## config.mk

```make
export PLATFORM = sky130hd
export DESIGN_NAME = aes_key_sched_ctrl_flat
export DESIGN_NICKNAME = d
export VERILOG_FILES = /design/src/rtl/aes_key_sched_ctrl_if.sv /design/src/rtl/aes_key_sched_ctrl.sv /design/src/flat_wrapper.sv
export SDC_FILE = /design/constraint.sdc
export NUM_CORES = 1
export LEC_CHECK = 0
export CAP_MARGIN = 20
export CORE_AREA = 2 2 209 211
export CTS_BUF_LIST = sky130_fd_sc_hd__clkbuf_4 sky130_fd_sc_hd__clkbuf_8 sky130_fd_sc_hd__clkbuf_16
export DETAILED_ROUTE_END_ITERATION = 10
export DIE_AREA = 0 0 211 213
export PLACE_DENSITY = 0.45
export SLEW_MARGIN = 20
export SYNTH_ARGS = -nofsm -noshare
export SYNTH_HDL_FRONTEND = slang
export SYNTH_SLANG_ARGS = --single-unit
```

## constraint.sdc

```tcl
create_clock -name clk -period 1.4 [get_ports clk]
set_input_delay 0.35 -clock clk [delete_from_list [all_inputs] [get_ports clk]]
set_output_delay 0.35 -clock clk [all_outputs]
set_load 0.01 [all_outputs]
```

## src/rtl/aes_key_sched_ctrl_if.sv

```systemverilog
// Round-key stream between the key-schedule sequencer and the cipher round core.
//   master : sequencer side (drives rk_valid, rk_data, rk_idx; samples rk_ready)
//   slave  : cipher core side (samples the key; drives rk_ready)
interface aes_key_sched_ctrl_if #(
   parameter int KW = 128
);
   logic          rk_valid;
   logic          rk_ready;
   logic [KW-1:0] rk_data;
   logic [3:0]    rk_idx;

   modport master (
      output rk_valid,
      output rk_data,
      output rk_idx,
      input  rk_ready
   );

   modport slave (
      input  rk_valid,
      input  rk_data,
      input  rk_idx,
      output rk_ready
   );
endinterface

```

## src/rtl/aes_key_sched_ctrl.sv

```systemverilog
// Sequencer for the iterative AES-128 key expander. Captures a cipher key on an
// accepted start, strobes the expander (kx_load once, then kx_next per accepted
// round key) and streams round keys 0..NR to the cipher core with no bubbles
// while rk_ready stays high.
//
// Ports:
//   clk, rst          clock, synchronous active-high reset
//   start, key_in     begin a sequence (IDLE only), key sampled on accept
//   reuse_key         replay cached round keys (only with KEY_CACHE_EN)
//   abort             cancel an in-progress sequence
//   busy, done        status; done is a one-cycle pulse after key NR
//   seq_err           sticky expander/sequencer round mismatch
//   kx_load, kx_next  expander strobes; kx_key_in key presented to expander
//   kx_key_out        expander current round key; kx_round its round index
//   rk                round-key stream (master modport)
//
// Build option: define KEY_CACHE_EN to add an (NR+1)-entry round-key cache
// that can be replayed without re-running the expander.
//
// state  | meaning
// -------+-----------------------------------------------------------
// IDLE   | waiting for start
// LOAD   | kx_load high for one cycle, expander latches the key
// STREAM | round key rnd offered on rk; advances on each handshake
// DONE   | done pulse after key NR accepted, back to IDLE
module aes_key_sched_ctrl #(
   parameter int NR = 10,
   parameter int KW = 128
) (
   input  logic                 clk,
   input  logic                 rst,
   input  logic                 start,
   input  logic [KW-1:0]        key_in,
   input  logic                 reuse_key,
   input  logic                 abort,
   output logic                 busy,
   output logic                 done,
   output logic                 seq_err,
   output logic                 kx_load,
   output logic                 kx_next,
   output logic [KW-1:0]        kx_key_in,
   input  logic [KW-1:0]        kx_key_out,
   input  logic [3:0]           kx_round,
   aes_key_sched_ctrl_if.master rk
);

   localparam logic [3:0] LAST = 4'(NR);

   typedef enum logic [1:0] {
      S_IDLE,
      S_LOAD,
      S_STREAM,
      S_DONE
   } state_t;

   state_t     state_q;
   state_t     state_d;
   logic [3:0] rnd;
   logic       rk_valid_c;
   logic       start_acc;
   logic       start_reuse;
   logic       hs;
   logic       from_cache;
   logic       cache_vld;

   always_ff @(posedge clk) begin
      if (rst) begin
         state_q <= S_IDLE;
      end else begin
         state_q <= state_d;
      end
   end

   always_comb begin
      state_d     = state_q;
      busy        = 1'b1;
      done        = 1'b0;
      kx_load     = 1'b0;
      kx_next     = 1'b0;
      rk_valid_c  = 1'b0;
      start_acc   = 1'b0;
      start_reuse = 1'b0;
      case (state_q)
         S_IDLE: begin
            busy = 1'b0;
            if (start) begin
               start_acc   = 1'b1;
               start_reuse = reuse_key & cache_vld;
               state_d     = start_reuse ? S_STREAM : S_LOAD;
            end
         end
         S_LOAD: begin
            kx_load = 1'b1;
            state_d = abort ? S_IDLE : S_STREAM;
         end
         S_STREAM: begin
            if (abort) begin
               state_d = S_IDLE;
            end else begin
               rk_valid_c = 1'b1;
               if (rk.rk_ready) begin
                  if (rnd == LAST) begin
                     state_d = S_DONE;
                  end else begin
                     // The expander only advances when it is the key source.
                     kx_next = ~from_cache;
                  end
               end
            end
         end
         S_DONE: begin
            done    = ~abort;
            state_d = S_IDLE;
         end
         default: begin
            state_d = S_IDLE;
         end
      endcase
   end

   assign hs = rk_valid_c & rk.rk_ready;

   always_ff @(posedge clk) begin
      if (rst) begin
         rnd       <= '0;
         kx_key_in <= '0;
         seq_err   <= 1'b0;
      end else if (start_acc) begin
         rnd       <= '0;
         kx_key_in <= key_in;
         seq_err   <= 1'b0;
      end else begin
         if (hs && (rnd != LAST)) begin
            rnd <= rnd + 4'd1;
         end
         // Cached replay leaves the expander idle, so its round index is stale.
         if ((state_q == S_STREAM) && !from_cache && (kx_round != rnd)) begin
            seq_err <= 1'b1;
         end
      end
   end

`ifdef KEY_CACHE_EN
   logic [KW-1:0] cache [NR+1];
   logic          from_cache_q;
   logic          cache_vld_q;

   always_ff @(posedge clk) begin
      if (rst) begin
         from_cache_q <= 1'b0;
         cache_vld_q  <= 1'b0;
      end else if (start_acc) begin
         from_cache_q <= start_reuse;
         if (!start_reuse) begin
            cache_vld_q <= 1'b0;
         end
      end else if (!from_cache_q) begin
         // A cancelled expansion leaves a partially overwritten cache.
         if (abort && (state_q != S_IDLE)) begin
            cache_vld_q <= 1'b0;
         end else if (hs && (rnd == LAST)) begin
            cache_vld_q <= 1'b1;
         end
      end
   end

   always_ff @(posedge clk) begin
      if (hs && !from_cache_q) begin
         cache[rnd] <= kx_key_out;
      end
   end

   assign from_cache = from_cache_q;
   assign cache_vld  = cache_vld_q;
   assign rk.rk_data = from_cache_q ? cache[rnd] : kx_key_out;
`else
   assign from_cache = 1'b0;
   assign cache_vld  = 1'b0;
   assign rk.rk_data = kx_key_out;
`endif

   assign rk.rk_valid = rk_valid_c;
   assign rk.rk_idx   = rnd;

endmodule

```

## src/flat_wrapper.sv

```systemverilog
// flat-port wrapper written by rule: the top's interface ports become plain ports
module aes_key_sched_ctrl_flat 
#(
   parameter int NR = 10,
   parameter int KW = 128
)
  (clk, rst, start, key_in, reuse_key, abort, busy, done, seq_err, kx_load, kx_next, kx_key_in, kx_key_out, kx_round, rk_rk_valid, rk_rk_data, rk_rk_idx, rk_rk_ready);
  aes_key_sched_ctrl_if #(.KW(KW)) rk_i ();
  input  logic clk;
  input  logic rst;
  input  logic start;
  input  logic [KW-1:0] key_in;
  input  logic reuse_key;
  input  logic abort;
  output logic busy;
  output logic done;
  output logic seq_err;
  output logic kx_load;
  output logic kx_next;
  output logic [KW-1:0] kx_key_in;
  input  logic [KW-1:0] kx_key_out;
  input  logic [3:0] kx_round;
  output wire logic [$bits(rk_i.rk_valid)-1:0] rk_rk_valid;
  output wire logic [$bits(rk_i.rk_data)-1:0] rk_rk_data;
  output wire logic [$bits(rk_i.rk_idx)-1:0] rk_rk_idx;
  input wire logic [$bits(rk_i.rk_ready)-1:0] rk_rk_ready;
  assign rk_rk_valid = rk_i.rk_valid;
  assign rk_rk_data = rk_i.rk_data;
  assign rk_rk_idx = rk_i.rk_idx;
  assign rk_i.rk_ready = rk_rk_ready;
  aes_key_sched_ctrl #(.NR(NR), .KW(KW)) u_core (.clk(clk), .rst(rst), .start(start), .key_in(key_in), .reuse_key(reuse_key), .abort(abort), .busy(busy), .done(done), .seq_err(seq_err), .kx_load(kx_load), .kx_next(kx_next), .kx_key_in(kx_key_in), .kx_key_out(kx_key_out), .kx_round(kx_round), .rk(rk_i));
endmodule
```

* Yosys cells after proc, flatten, opt, wreduce, memory -nomap -nowiden
Index checks and enable logic that the tools add are counted.
** Word-level totals
- Output and inout bits :: 266
- Input bits :: 266
- Register bits after elaboration :: 135
** Cells by class
- Reduce and logical (&&, ||, !) cells :: 5
- Eq/ne operators :: 9
- Bitwise logic cells :: 2
- Add/sub/neg operators :: 1
- Multiplexer cells :: 17
** Operators with widths (number)
- two-way mux 1 bit :: 11
- two-way mux 2 bit :: 5
- one-hot mux 2 bit (4 select lines) :: 1
- adder 4 x 1 -> 4 bit (second input constant) :: 1
- == test 2 bit (second input constant) :: 2
- == test 4 bit (second input constant) :: 1
- != test 4 bit :: 1
- != test 4 bit (second input constant) :: 1
- != test 3 x 2 -> 1 bit (second input constant) :: 1
- != test 3 bit (second input constant) :: 1
- AND reduction 3 bit :: 1
- == test 2 x 1 -> 1 bit (second input constant) :: 1
- logical AND 1 bit :: 2
- logical NOT 2 bit :: 1
- != test 2 bit (second input constant) :: 1
- OR reduction 2 bit :: 1
- bitwise AND 1 bit :: 1
- inverter 1 bit :: 1

* Longest topological paths before layout
Gate-level depths: netlist (run 1).
- Depth in word-level cells :: 5
- Gate-level depth with buffers :: 5
- Depth with buffers taken out :: 5

* Least setup slack after synthesis (run 1)
OpenSTA, ideal clock, no wires.
- Kind :: register -> register
- Start :: reg u_core.rnd[0], in the netlist u_core.rk.rk_idx[0]
- End :: reg u_core.rnd[2], in the netlist u_core.rk.rk_idx[2]
- Data required time :: 1.330 ns
- Library setup time :: 0.070 ns
- Stages on the path, launching flop included :: 6
- Arrival :: 1.403 ns
- Slack :: -0.073 ns
- Cells stage by stage :: dfxtp_1 inv_1 ha_1 and3b_1 or4_1 a21oi_1
** Between the ends
- Cells in the longest elaborated chain, start to end :: 2
- Elaborated cells between the ends (all ways) :: 3
** Ends and longest elaborated chain
- from (decl) :: line aes_key_sched_ctrl.sv:58 : logic [3:0] rnd;
- from (signal assigned) :: line aes_key_sched_ctrl.sv:134 : rnd <= rnd + 4'd1;
- branches (longest 2 deep; another with adder 4 x 1 -> 4 bit)
Parallel ways; which one is timed is not known.
A chain may end at the register's enable or synchronous reset.

* Final worst setup path (run 1)
- Start :: reg u_core.rnd[0], in the netlist u_core.rk.rk_idx[0]
- End :: out kx_next
** Between the ends
- Cells in the longest elaborated chain, start to end :: 5
** Ends and longest elaborated chain
- == test 4 bit :: line aes_key_sched_ctrl.sv:102 : if (rnd == LAST) begin
- two-way mux 1 bit :: line aes_key_sched_ctrl.sv:102
- two-way mux 1 bit :: line aes_key_sched_ctrl.sv:101 : if (rk.rk_ready) begin
- two-way mux 1 bit :: line aes_key_sched_ctrl.sv:97 : if (abort) begin
- two-way mux 1 bit :: line aes_key_sched_ctrl.sv:83 : case (state_q)
- to (decl) :: line flat_wrapper.sv:19 : output logic kx_next;
Every way passes these cells.

==> out/metrics.csv, run 1 <==
metric,value,unit
numCtsBuffers,17,
yosysWarnings,0,
required,1050,ps
cts_tree,built,
portBuffers,274,
synth.avg_cell_area,7.950,um^2
synth-simple-area-share,19.09,%
p_int,9126,uW
routed_via_density,3.780,
worstSetupPathType,reg -> out,
fin_worst_skew,11.14,ps
synth-xor-area-share,0.6020,%
hold_path_class,in -> reg,
cts.hold.buffers_added,0,
min_period,1715,ps
synth_top_family_by_area,buffers and inverters,
synth_mux_area_share,0,%
die-area,44940,um^2
fmax,583.0,MHz
hold_viol,0,
synthArstFlopShare,0,%
total_power,12860,uW
setup_viol,138,
rsz0062_at_grt,yes,
dr.pass1.iters,4,
violations,setup timing,
grt_pass1_vias,5906,
synth_seq_cells,135,
rows,76,
pin_count,532,
synth_ff_type,dfxtp_1,
worst_slew_pin_slew,617.7,ps
die_y,213,um
avgRoutedWirePerCell,18.06,um
arrival,1370,ps
cap_violations,0,
cts_max_level,4,
ys_types,26,
final_util,26.88,%
cp-start-kind,flip-flop,
cts.path.max_buffers,2,
start_util,13.63,%
status,"complete, but fails checks",
irDropWorstVdd,0.0007565,V
vias,5678,
ant_nets,0,
place_congestion,0.6896,
drc,0,
synth.largest_area_cell,dfxtp_1,
finalCritPeriodShare,122.5,%
clkPwrFrac,38.5,%
final_common_cell,nand2_4,
die_w,211,um
cts_root_buffer,clkbuf_16,
maxSlewViolCount,0,
dp_hpwl,14840,um
overflow,0,
switching_share,29.01,%
synth_compound_area_share,12.23,%
end_kind,primary output,
fin_ws,-315.3,ps
synth.top_cell.area_share,46.44,%
synth_nets,1000,
insertedDiodeCount,0,
syn_inst,732,
clock-sinks,135,
track_usage,11.65,%
synth_area_leaders,"dfxtp_1 (46%), buf_4 (17%), nand2_1 (17%)",
drtIter0Drc,185,
cp_max_fo,2,
most-common-layout-cells,"nand2_4 (139), clkdlybuf4s50_1 (133), buf_2 (129)",
p_comb_share,27.0,%
syn-cell-area,5819,um^2
synth_edf_count,0,
coreArea,42700,um^2
maxSlewHeadroom,58.82,%
yosysSeqAreaShare,46.44,%
clock_latency,470,ps
fillers,4545,
p_sw,3729,uW
nets,1212,
power_frac_seq,34.5,%
grt_pass1_wl,37280,um
path_clk_slew,60,ps
p_leak,0.005023,uW
grt_max_degree,71,
area_growth,97.18,%
antenna_found_initial,0,
post_route_cells_drive_above_1_share,72.07,%
p_per_area,1120,nW/um^2
drt_wl_total,27130,um
synthAdderAreaFrac,0.4300,%
critical path, cell delays in order, from the launching register on:
cell and delay, ps:
dfxtp_2 330, inv_2 40, ha_4 140, and3b_2 200, nor2_2 70, buf_2 120
power by group through the flow:
| stage | clock (uW) | combinational [uW] | sequential (uW) |
|---|---|---|---|
| 5_1_grt | 5310 | 3680 | 4460 |
| 2_1_floorplan | 0 | 1040 | 4460 |
| 3_3_place_gp | 0 | 2010 | 4330 |
| 4_1_cts | 5200 | 3170 | 4350 |
| 6_report | 4950 | 3470 | 4430 |
| 3_5_place_dp | 0 | 2020 | 4340 |
cell families after synthesis:
family,Yosys count
XOR/XNOR,4
flip-flops,135
buffers and inverters,174
AO/OA/AOI/OAI,140
AND/OR/NAND/NOR,277
adder cells (fa/ha/maj),2
registers in the layout, indices dropped and copies added, names as in the netlist:
name and count:
u_core.rk.rk_idx 4, u_core.seq_err 1, u_core.state_q 2, u_core.kx_key_in 128
layer usage:
metal / share of wire [%] / global-route usage [%]
met1: 37 / 11.92
met5: 0.13 / 0.5562
met4: 4.3 / 7.164
met2: 51 / 19.66
met3: 7.5 / 5.015
worst paths after layout:
| check | from | endpoint | slack, ps | cells after the start |
|---|---|---|---|---|
| worst max-delay path | u_core.rk.rk_idx[0] | kx_next | -320 | 5 |
| worst min-delay path | rst | u_core.kx_key_in[109] | 110 | 2 |
| worst max register to register | u_core.state_q[0] | u_core.kx_key_in[26] | -250 | 7 |
| worst min register to register | u_core.kx_key_in[110] | u_core.kx_key_in[110] | 450 | 2 |
timing repair:
item / in CTS / in global routing
buffers inserted: 27 / 11
pin swaps: 238 / 72
endpoints found under the setup margin: 272 / 194
cloned: 31 / 7
hold endpoints to repair: 0 / 0
resized for setup: 913 / 313
cell usage after synthesis (2+ instances only):
| library cell | number |
|---|---|
| clkbuf_1 | 15 |
| ha_1 | 2 |
| buf_6 | 10 |
| or3_1 | 3 |
| xor2_1 | 4 |
| inv_1 | 3 |
| nor2b_1 | 3 |
| buf_4 | 129 |
| nand2_1 | 258 |
| dfxtp_1 | 135 |
| a21oi_1 | 133 |
| o21ai_0 | 4 |
| buf_2 | 17 |
| nor2_1 | 4 |
area by class of cell:
type | count | area [um^2] | area share [%]
clock buffers | 22 | 481.7 | 4.198
clock inverters | 9 | 147.6 | 1.287
inverters | 3 | 11.26 | 0.09814
multi-input cells | 425 | 3615 | 31.50
flip-flops and latches | 135 | 2843 | 24.77
well taps | 546 | 683.2 | 5.954
repair buffers | 362 | 3694 | 32.19
through the flow:
step | hold WS [ps] | area [um^2] | setup TNS [ps] | instances | setup slack [ps]
after floorplan | 469.6 | 5821 | 0 | 732 | 8.496
after global placement | 440.5 | 8347 | -68140 | 1410 | -738.5
after detailed placement | 445.5 | 8347 | -69560 | 1410 | -764.1
after CTS | 68.78 | 10530 | -22850 | 1498 | -407.7
after global routing | 84.83 | 11470 | -24020 | 1502 | -415.6
final | 114.4 | 11470 | -17960 | 1502 | -315.3
Power figures use the tool's default switching activity.
==> run 2, diff against run 1 <==
Settings changed: CORE_AREA 2 2 209 211 to 2 2 206 208, DIE_AREA 0 0 211 213 to 0 0 208 210, DONT_BUFFER_PORTS from default to 1, PLACE_DENSITY 0.45 to 0.3.
==> run 2 against run 1 <==
Effect of this change:
- the run ends with hold timing, setup timing left
- sequential share of layout area is 3.6 points higher
- wire length down 8.8%
- register-to-register slack got worse by 20 ps
- hold slack worse by 160 ps
- sequential power increased by 2%
- critical path depth stayed put
- largest power group unchanged
- die area is 2.8% lower
- combinational power decreased by 27%
- final cell count fell by 15%
- clock power fell by 3%
- via count is 14% lower
- count of clock-buffer cells in the layout shrank 3
==> out/metrics.csv, run 2 (synthesis gave the netlist of run 1 again) <==
metric,value,unit
coreArea,41480,um^2
nets,995,
hold_viol,21,
cpLargestDelayFamily,buffers and inverters,
area_growth,64.24,%
min_period,1687,ps
path_buf_inv,5,
maxSlewHeadroom,81.21,%
drt_wl_total,24740,um
path_cells,buf_4 -> buf_6 -> buf_6 -> buf_6 -> buf_6,
irDropWorstVdd,0.0007367,V
p_leak,0.003761,uW
routed_via_density,3.833,
reg2reg_from,u_core.state_q[1],
top_register,u_core.kx_key_in,
hold_path_class,in -> reg,
cts_max_level,4,
required,1050,ps
die_w,208,um
p_int,8336,uW
total_power,11860,uW
numCtsBuffers,17,
rows,75,
place_congestion,0.6601,
slowest_delay,320,ps
cp_max_fo,5,
switching_share,29.70,%
dr.pass1.iters,4,
maxSlewViolCount,0,
die_y,210,um
p_per_area,1241,nW/um^2
cap_violations,0,
antenna_found_initial,0,
pre_cts_slack,-84.64,ps
hold_slack,-48.97,ps
largest_reg_flops,128,
status,"complete, but fails checks",
grt_max_degree,132,
die-area,43680,um^2
cts_tree,built,
clock_latency,460,ps
cp-start-kind,flip-flop,
rsz0062_at_grt,yes,
ant_nets,0,
dp_hpwl,12730,um
slowest_stage,dfxtp_2,
fin_ws,-287.2,ps
clkPwrFrac,40.4,%
p_comb_share,21.4,%
drtIter0Drc,182,
avgRoutedWirePerCell,19.34,um
final_common_cell,dfxtp_1,
worst_slew_pin_slew,281.4,ps
overflow,0,
fmax,592.7,MHz
fin_worst_skew,6.926,ps
p_sw,3522,uW
crit_path_frequent_cell,buf_6,
min-delay-start,rst,
post_route_cells_drive_above_1_share,60.95,%
path_clk_slew,60,ps
portBuffers,0,
drc,0,
clock-sinks,135,
fillers,4504,
grt_pass1_vias,4794,
cts.path.max_buffers,2,
most-common-layout-cells,"dfxtp_1 (129), nand2_4 (113), a21oi_2 (109)",
start_util,14.03,%
worstSetupPathType,reg -> out,
setup_viol,138,
violations,"hold timing, setup timing",
end_kind,primary output,
crit_start,u_core.rk.rk_idx[0],
finalCritPeriodShare,120.5,%
final_util,23.04,%
pin_count,532,
insertedDiodeCount,0,
track_usage,10.66,%
vias,4902,
cts_root_buffer,clkbuf_16,
power_frac_seq,38.1,%
arrival,1340,ps
grt_pass1_wl,32960,um
[run 2: changes by cell type in the layout (fill, tap and decap cells not counted), sizes merged]
cell           before  now
dlygate4sd2         2    0
buf               221   87
dlygate4sd3         0   53
inv                 3    5
clkinvlp            1    6
clkdlybuf4s50     133    0
clkinv              4    2
bufinv              4    3
clkbuf             28   25
or3b                3    2
[run 2: area by class of cell]
| cell class | count | area (um^2) | area share (%) |
|---|---|---|---|
| Tap cell | 539 | 674.4 | 7.056 |
| Multi-Input combinational cell | 424 | 3478 | 36.39 |
| Clock buffer | 19 | 452.9 | 4.739 |
| Inverter | 3 | 11.26 | 0.1178 |
| Sequential cell | 135 | 2715 | 28.41 |
| Timing Repair Buffer | 146 | 2056 | 21.51 |
| Clock inverter | 13 | 170.2 | 1.780 |
[run 2: timing repair]
item                                    CTS  global route
endpoints found under the setup margin   75           140
endpoints found under the hold margin   130            92
hold buffers                             27            26
gates cloned                             25             7
gates resized for setup                 239           309
buffers inserted                         37            18
pin swaps                               128           141
[run 2: final timing paths]
check                     endpoint  slack, ps  depth (start not counted)
max                   rk_rk_idx[0]       -290                          5
min          u_core.kx_key_in[109]        -50                          1
max reg2reg    u_core.kx_key_in[4]       -270                          8
min reg2reg  u_core.kx_key_in[111]        500                          2
[run 2: layer usage]
metal / up-vias / wire length, um / global-route usage, %
met2: 242 / 11390 / 15.58
met1: 2364 / 9859 / 11.90
met5: - / 39 / 0.6674
met4: 2 / 1125 / 7.483
li1: 2223 / - / -
met3: 71 / 2326 / 5.513
[run 2: stage by stage]
stage | instance area [um^2] | instances | setup TNS [ps]
after floorplan | 5821 | 732 | 0
after global placement | 5510 | 1124 | -911.8
after detailed placement | 5510 | 1124 | -2195
after CTS | 8169 | 1245 | -27240
after global routing | 9558 | 1279 | -30220
final | 9558 | 1279 | -23300
[run 2: power groups by stage]
stage | registers (uW) | clock network (uW) | logic (uW)
after floorplan | 4460 | 0 | 1040
after global routing | 4550 | 5130 | 2700
after CTS | 4500 | 4980 | 2060
after global placement | 4550 | 0 | 796
after detailed placement | 4540 | 0 | 809
final | 4520 | 4800 | 2540
[run 2: worst register-to-register path: cells and delay by family, from the launching register on]
family	cells	cell delay, ps
buf+inv	5	700
simple gates	2	450
flops	1	350
compound gates	1	50
